File: src/rtl/fifo_wptr_gen.sv
// Write-side pointer and flag generator for the dual-clock FIFO.
// Keeps the binary write count and its Gray image, and derives full, almost-full, level and overflow.
module fifo_wptr_gen #(
    parameter int ADDR_SIZE = 3,
    parameter int PTR_SIZE  = ADDR_SIZE + 1,
    parameter int AF_THRESH = (1 << ADDR_SIZE) - 2
) (
    input  logic                 w_clk,
    input  logic                 wrst,
    input  logic                 winc,
    input  logic [PTR_SIZE-1:0]  wq2_rptr,
    input  logic                 w_ovf_clr,
    output logic [PTR_SIZE-1:0]  wptr,
    output logic [ADDR_SIZE-1:0] w_addr,
    output logic                 w_en,
    output logic                 w_full,
    output logic                 w_almost_full,
    output logic [PTR_SIZE-1:0]  w_level,
    output logic                 w_overflow
);

    // Full when the write Gray pointer equals the read Gray pointer with its top two bits inverted.
    localparam logic [PTR_SIZE-1:0] FULL_FLIP = {2'b11, {(PTR_SIZE-2){1'b0}}};
    localparam logic [PTR_SIZE-1:0] AF_LIMIT  = PTR_SIZE'(AF_THRESH);

    logic [PTR_SIZE-1:0]  r_wbin;
    logic [PTR_SIZE-1:0]  r_wptr;
    logic [ADDR_SIZE-1:0] r_addr;
    logic                 r_full;
    logic                 r_afull;
    logic [PTR_SIZE-1:0]  r_level;
    logic                 r_ovf;

    logic                 w_accept;
    logic [PTR_SIZE-1:0]  w_wbin_next;
    logic [PTR_SIZE-1:0]  w_wgray_next;
    logic [PTR_SIZE-1:0]  w_rbin;
    logic [PTR_SIZE-1:0]  w_level_next;

    // Each binary bit is the XOR of all Gray bits at or above it.
    for (genvar gi = 0; gi < PTR_SIZE; gi++) begin : g_gray2bin
        assign w_rbin[gi] = ^wq2_rptr[PTR_SIZE-1:gi];
    end

    assign w_accept     = winc & ~r_full;
    assign w_wbin_next  = r_wbin + PTR_SIZE'(w_accept);
    assign w_wgray_next = w_wbin_next ^ (w_wbin_next >> 1);
    assign w_level_next = w_wbin_next - w_rbin;

    always_ff @(posedge w_clk) begin
        if (wrst) begin
            r_wbin  <= '0;
            r_wptr  <= '0;
            r_addr  <= '0;
            r_full  <= 1'b0;
            r_afull <= 1'b0;
            r_level <= '0;
            r_ovf   <= 1'b0;
        end else begin
            r_wbin  <= w_wbin_next;
            r_wptr  <= w_wgray_next;
            r_addr  <= w_wbin_next[ADDR_SIZE-1:0];
            r_full  <= (w_wgray_next == (wq2_rptr ^ FULL_FLIP));
            r_afull <= (w_level_next >= AF_LIMIT);
            r_level <= w_level_next;
            if (winc & r_full) begin
                r_ovf <= 1'b1;
            end else if (w_ovf_clr) begin
                r_ovf <= 1'b0;
            end
        end
    end

    assign wptr          = r_wptr;
    assign w_addr        = r_addr;
    assign w_en          = w_accept;
    assign w_full        = r_full;
    assign w_almost_full = r_afull;
    assign w_level       = r_level;
    assign w_overflow    = r_ovf;

endmodule

File: config.mk
export PLATFORM = sky130hd
export DESIGN_NAME = fifo_wptr_gen
export DESIGN_NICKNAME = d
export VERILOG_FILES = /design/src/rtl/fifo_wptr_gen.sv
export SDC_FILE = /design/constraint.sdc
export NUM_CORES = 1
export LEC_CHECK = 0
export ABC_CLOCK_PERIOD_IN_PS = 2300
export BUFFER_PORTS_ARGS = -buffer_cell sky130_fd_sc_hd__buf_2
export CAP_MARGIN = 25
export CORE_MARGIN = 10
export CORE_UTILIZATION = 43
export DETAILED_ROUTE_END_ITERATION = 10
export PLACE_DENSITY = 0.72
export SETUP_SLACK_MARGIN = 0.5
export SYNTH_ARGS = -nofsm -noshare
export SYNTH_HDL_FRONTEND = slang
export SYNTH_SLANG_ARGS = --single-unit
File: constraint.sdc
create_clock -name w_clk -period 2.3 [get_ports w_clk]
set_input_delay 0 -clock w_clk [delete_from_list [all_inputs] [get_ports w_clk]]
set_output_delay 0 -clock w_clk [all_outputs]
set_load 0.02 [all_outputs]
; After elaboration in Yosys (flattened, before gate mapping)
; Index checks and enable logic that the tools add are counted.
[totals]
ram_bits = 0
latchBits = 0
n_memories = 0
output_inout_bits = 15
regBits = 18
inputBits = 8
romBits = 0
wordCells = 22
[classes]
bitwise = 5
addsub = 2
shifts = 0
muxes = 2
multipliers = 0
n_div = 0
eq_ne = 1
magnitude_cmp = 1
reduce_logical = 4
[op_table]
columns = operator, count
row1 = 4-bit by 1-bit adder with 4-bit output, 1
row2 = 4-bit equality test, 1
row3 = "4-bit by 3-bit >= comparator with 1-bit output, second input constant", 1
row4 = 4-bit parity, 1
row5 = 4-bit subtractor, 1
row6 = 4-bit by 3-bit bitwise XOR with 4-bit output, 1
row7 = 3-bit parity, 1
row8 = 1-bit AND, 2
row9 = 1-bit 2-to-1 mux, 2
row10 = 2-bit NOT, 1
row11 = 2-bit nonzero test, 1
row12 = 2-bit parity, 1
row13 = 1-bit NOT, 1

; Depth between registers and ports, before layout
[logic_depth]
depth_word = 5
mapped_depth = 10
depth_no_buf = 9

; Worst setup path after synthesis
; Ideal clock, no wire load.
[synth_path]
kind = reg-to-reg
start = register r_full, in the netlist w_full
end = register r_afull, in the netlist w_almost_full
period_less_slack_ns = 2.528
t_arrival_ns = 2.454
required_ns = 2.226
path_buffers = 0
path_stages_with_launch = 10
setup_time_ns = 0.074
setup_slack_ns = -0.228
cell_sequence = dfxtp_1 nor2b_1 ha_1 ha_1 xor2_1 ha_1 inv_1 a2111o_1 a31o_2 a31oi_1
[synth_via]
elab_chain_len = 5
[synth_lines]
columns = item, line
row1 = start: declaration, 29  ; logic r_full;
row2 = start signal: assignment, 63  ; r_full <= (w_wgray_next == (wq2_rptr ^ FULL_FLIP));
row3 = 1-bit NOT, 45  ; assign w_accept = winc & ~r_full;
row4 = 1-bit AND, 45
row5 = named net w_en, 15  ; output logic w_en,
row6 = 4-bit by 1-bit adder with 4-bit output, 46  ; assign w_wbin_next = r_wbin + PTR_SIZE'(w_accept);
row7 = named net w_wbin_next[2], 35  ; logic [PTR_SIZE-1:0] w_wbin_next;
row8 = 4-bit subtractor, 48  ; assign w_level_next = w_wbin_next - w_rbin;
row9 = 4-bit by 3-bit >= comparator with 1-bit output, 64  ; r_afull <= (w_level_next >= AF_LIMIT);
row10 = end signal: assignment, 64
row11 = end: declaration, 30  ; logic r_afull;
; The timed path passes the listed nets, and every way through them passes these cells.
; A chain may end at the register's enable or synchronous reset.

; Worst setup path after layout
[layout_path]
start = register r_full, in the netlist w_full
end = register r_afull, in the netlist w_almost_full
[layout_via]
elab_chain_len = 5
[layout_lines]
columns = item, line
row1 = 1-bit NOT, 45
row2 = 1-bit AND, 45
row3 = 4-bit by 1-bit adder with 4-bit output, 46
row4 = named net w_wbin_next[2], 35
row5 = 4-bit subtractor, 48
row6 = 4-bit by 3-bit >= comparator with 1-bit output, 64
; The timed path passes the listed nets, and every way through them passes these cells.

==> results.md <==
- Largest net degree at the start of global routing: 15
- Fin crit period: 2.006 ns
- Setup TNS: 0 ns
- CP cell instances: nor2b_4, ha_4, ha_4, xor2_4, ha_4, inv_2, a2111o_1, a31o_2, a31oi_1
- Antenna violations before repair: 0
- Register area share after synthesis: 38.55%
- Slowest-stage cell, CP: dfxtp_4
- Main combinational cell family by area after synthesis: XOR/XNOR gates
- Die Ht: 61.12 um
- Worst hold slack: 0.02826 ns
- Ant diodes: 0
- Reg2reg end: w_almost_full
- Post-Synth Simple-Gate Area: 14.63%
- Core ar.: 1559 um2
- Post-Syn Nets: 86
- Sequential Power Share: 38.3%
- Max cap viols: 0
- Commonest non-fill, non-tap cell in the layout: buf_2
- CTS tree: done
- Sw Pwr: 0.0002605 W
- Top_reg_cell synth: dfxtp_1
- Hold/Removal Path Class: in -> reg
- Routed wire length: 1.712 mm
- # rows: 14
- Synth Area in Compound Gates: 10.33%
- Synth warn: 0
- CP Capture Type: flip-flop
- Critical Path RT: 2.52 ns
- Synthesized flop and latch total: 14
- R2r startpoint: w_full
- Initial Util: 46.63%
- Hold EP: r_wbin[1]
- Async SR Flop Fraction: 0%
- Clock sinks: 14
- Antenna Nets Post-Route: 0
- Pins Over Slew Limit: 0
- Die W: 61.12 um
- Sw Share: 35.03%
- Most frequent cells in the layout: buf_2, dfxtp_1, nor2_1
- R2R Setup Slk: 0.29 ns
- Port buffer count: 22
- Vias per cell: 5.025
- Final clock skew: 0.01137 ns
- FILL cells: 122
- Number of synthesized flops with an enable pin: 0
- Crit path max fanout: 3
- Clk root buf: clkbuf_4
- Critical Path AT: 2.22 ns
- Netlist Area Pre-Place: 726.9 um2
- Leakage: 0.4864 nW
- Mux share of post-synthesis cell area: 2.926%
- First-pass GRT wire length: 2.635 mm
- Internal power: 0.0004833 W
- Clock power share: 20.4%
- Cell variety after synth: 27
- Cells after synthesis: 73
- First drt pass iteration count: 4
- Max VDD drop: 0.4326 mV
- RSZ-0062 raised after global routing: true
- Final Cycle Share: 87.23%
- CP most frequent cell: ha_4
- Fin nets: 120
- DP HPWL: 1.250 mm
- Post-Synth XOR/XNOR Area: 20.83%
- Clk buf depth: 2
- Initial DRC count: 7
- Clock transition at the registers of the reported paths: 0.09 ns
- Wire length per cell: 14.03 um
- GRT Util Overall: 9.442%
- PD cells: 714.6 nW/um2
- Hold wc startpoint: wrst
- Fmax: 498.4 MHz
- Relative slew slack: 79.85%
- DR vias: 613
- Remaining DRCs: 0
- CP Class: reg -> reg
- CTS H-tree depth: 1
- Status: finished clean
- Worst setup SP type: flip-flop
- Clock buffer count from CTS: 3
- Actual slew at the worst max-slew pin: 0.3012 ns
- I/O pin total: 23
- Combinational power share: 41.3%
- Share of layout cells above drive strength 1: 44.34%
- WHS Path Cells: 2
- Vias in the first global route: 584
- Worst reg2reg path depth: 9
- Die Area: 3735 um2
- Adder-Cell Fraction of Synth Area: 8.606%
- CP max stage delay: 0.37 ns
- Final setup viols: 0
- Worst skew pair latency: 0.29 ns
- Synthesized area per cell: 9.958 um2
- Final Instance Area: 1041 um2
- Gp weighted congestion: 0.7686
- Synthesis-to-finish area growth: 43.20%
- GR Overflow Total: 0
- Placed cell areas: 904.6 um2
- Final Hold Viols: 0
## state kept, by name, indices dropped and copies added, names as in the netlist
signal	cells
wptr	3
w_full	1
r_wbin	4
w_almost_full	1
w_level	4
w_overflow	1
## power by group through the flow
stage / clock network (W) / registers, W / logic [W]
4_1_cts: 0.000159 / 0.000286 / 0.000289
2_1_floorplan: 0 / 0.000333 / 0.000167
3_5_place_dp: 0 / 0.000291 / 0.000278
6_report: 0.000152 / 0.000285 / 0.000307
3_3_place_gp: 0 / 0.000290 / 0.000274
5_1_grt: 0.000168 / 0.000289 / 0.000340
## worst max path at each step
stage	cells after the start	start	slack (ns)	endpoint
global route	9	w_full	0.23	w_almost_full
CTS	9	w_full	0.30	w_almost_full
floorplan	9	w_full	0.23	w_almost_full
global placement	9	w_full	0.28	w_almost_full
detailed placement	9	w_full	0.24	w_almost_full
finish	9	w_full	0.29	w_almost_full
## final cells by class
cell class | instances | area, um2 | share of cell area [%]
Clock buffer | 4 | 26.28 | 2.524
Timing Repair Buffer | 31 | 182.7 | 17.55
Tap cell | 16 | 20.02 | 1.923
Sequential cell | 14 | 284.0 | 27.28
Inverter | 5 | 18.77 | 1.803
Multi-Input combinational cell | 52 | 509.2 | 48.92
## critical path: cells and delay by family (launching register included)
family / cells / cell delay, ns
and+or+nand+nor: 1 / 0.04
buffers and inverters: 1 / 0.04
xor gates and xnor gates: 1 / 0.19
adders and majority gates: 3 / 0.63
AOI/OAI and AO/OA: 3 / 0.66
DFF: 1 / 0.37
## metrics by stage
step	total power (W)	cells	util, %	setup slack [ns]
floorplan	0.0004997	73	-	0.2282
CTS	0.0007332	120	64.13	0.3027
global route	0.0007967	122	66.77	0.2297
detailed placement	0.0005691	109	58.03	0.2400
global placement	0.0005642	109	58.03	0.2811
finish	0.0007439	122	66.77	0.2937
## Yosys cell counts (all sizes together), types with 2 or more instances
master | instances | area (um2)
a21oi | 3 | 26.28
a31oi | 2 | 12.51
and2 | 2 | 12.51
dfxtp | 14 | 280.3
ha | 5 | 62.56
inv | 5 | 18.77
nand2 | 3 | 11.26
nor2 | 9 | 33.78
nor2b | 3 | 18.77
xnor2 | 7 | 61.31
xnor3 | 2 | 46.29
xor2 | 5 | 43.79
## kinds of logic after synthesis
kind of cell	after synthesis
AO/OA/AOI/OAI	9
buffers and inverters	7
multiplexers	2
adder cells (fa/ha/maj)	5
AND/OR/NAND/NOR	22
XOR/XNOR	14
flip-flops	14
## routing by layer
| metal | share of wire [%] | track usage, % |
|---|---|---|
| met5 | 0 | 0 |
| met4 | 2.3 | 6.840 |
| met3 | 10 | 3.909 |
| met1 | 40 | 10.19 |
| met2 | 48 | 14.64 |
## timing repair
item                                    CTS  global route
pin swaps                                 4             1
endpoints found under the hold margin     1             0
resized for setup                         1             4
hold buffers                              2             0
setup buffers                             5             2
endpoints found under the setup margin    2             3
(Power assumes the default switching activity.)
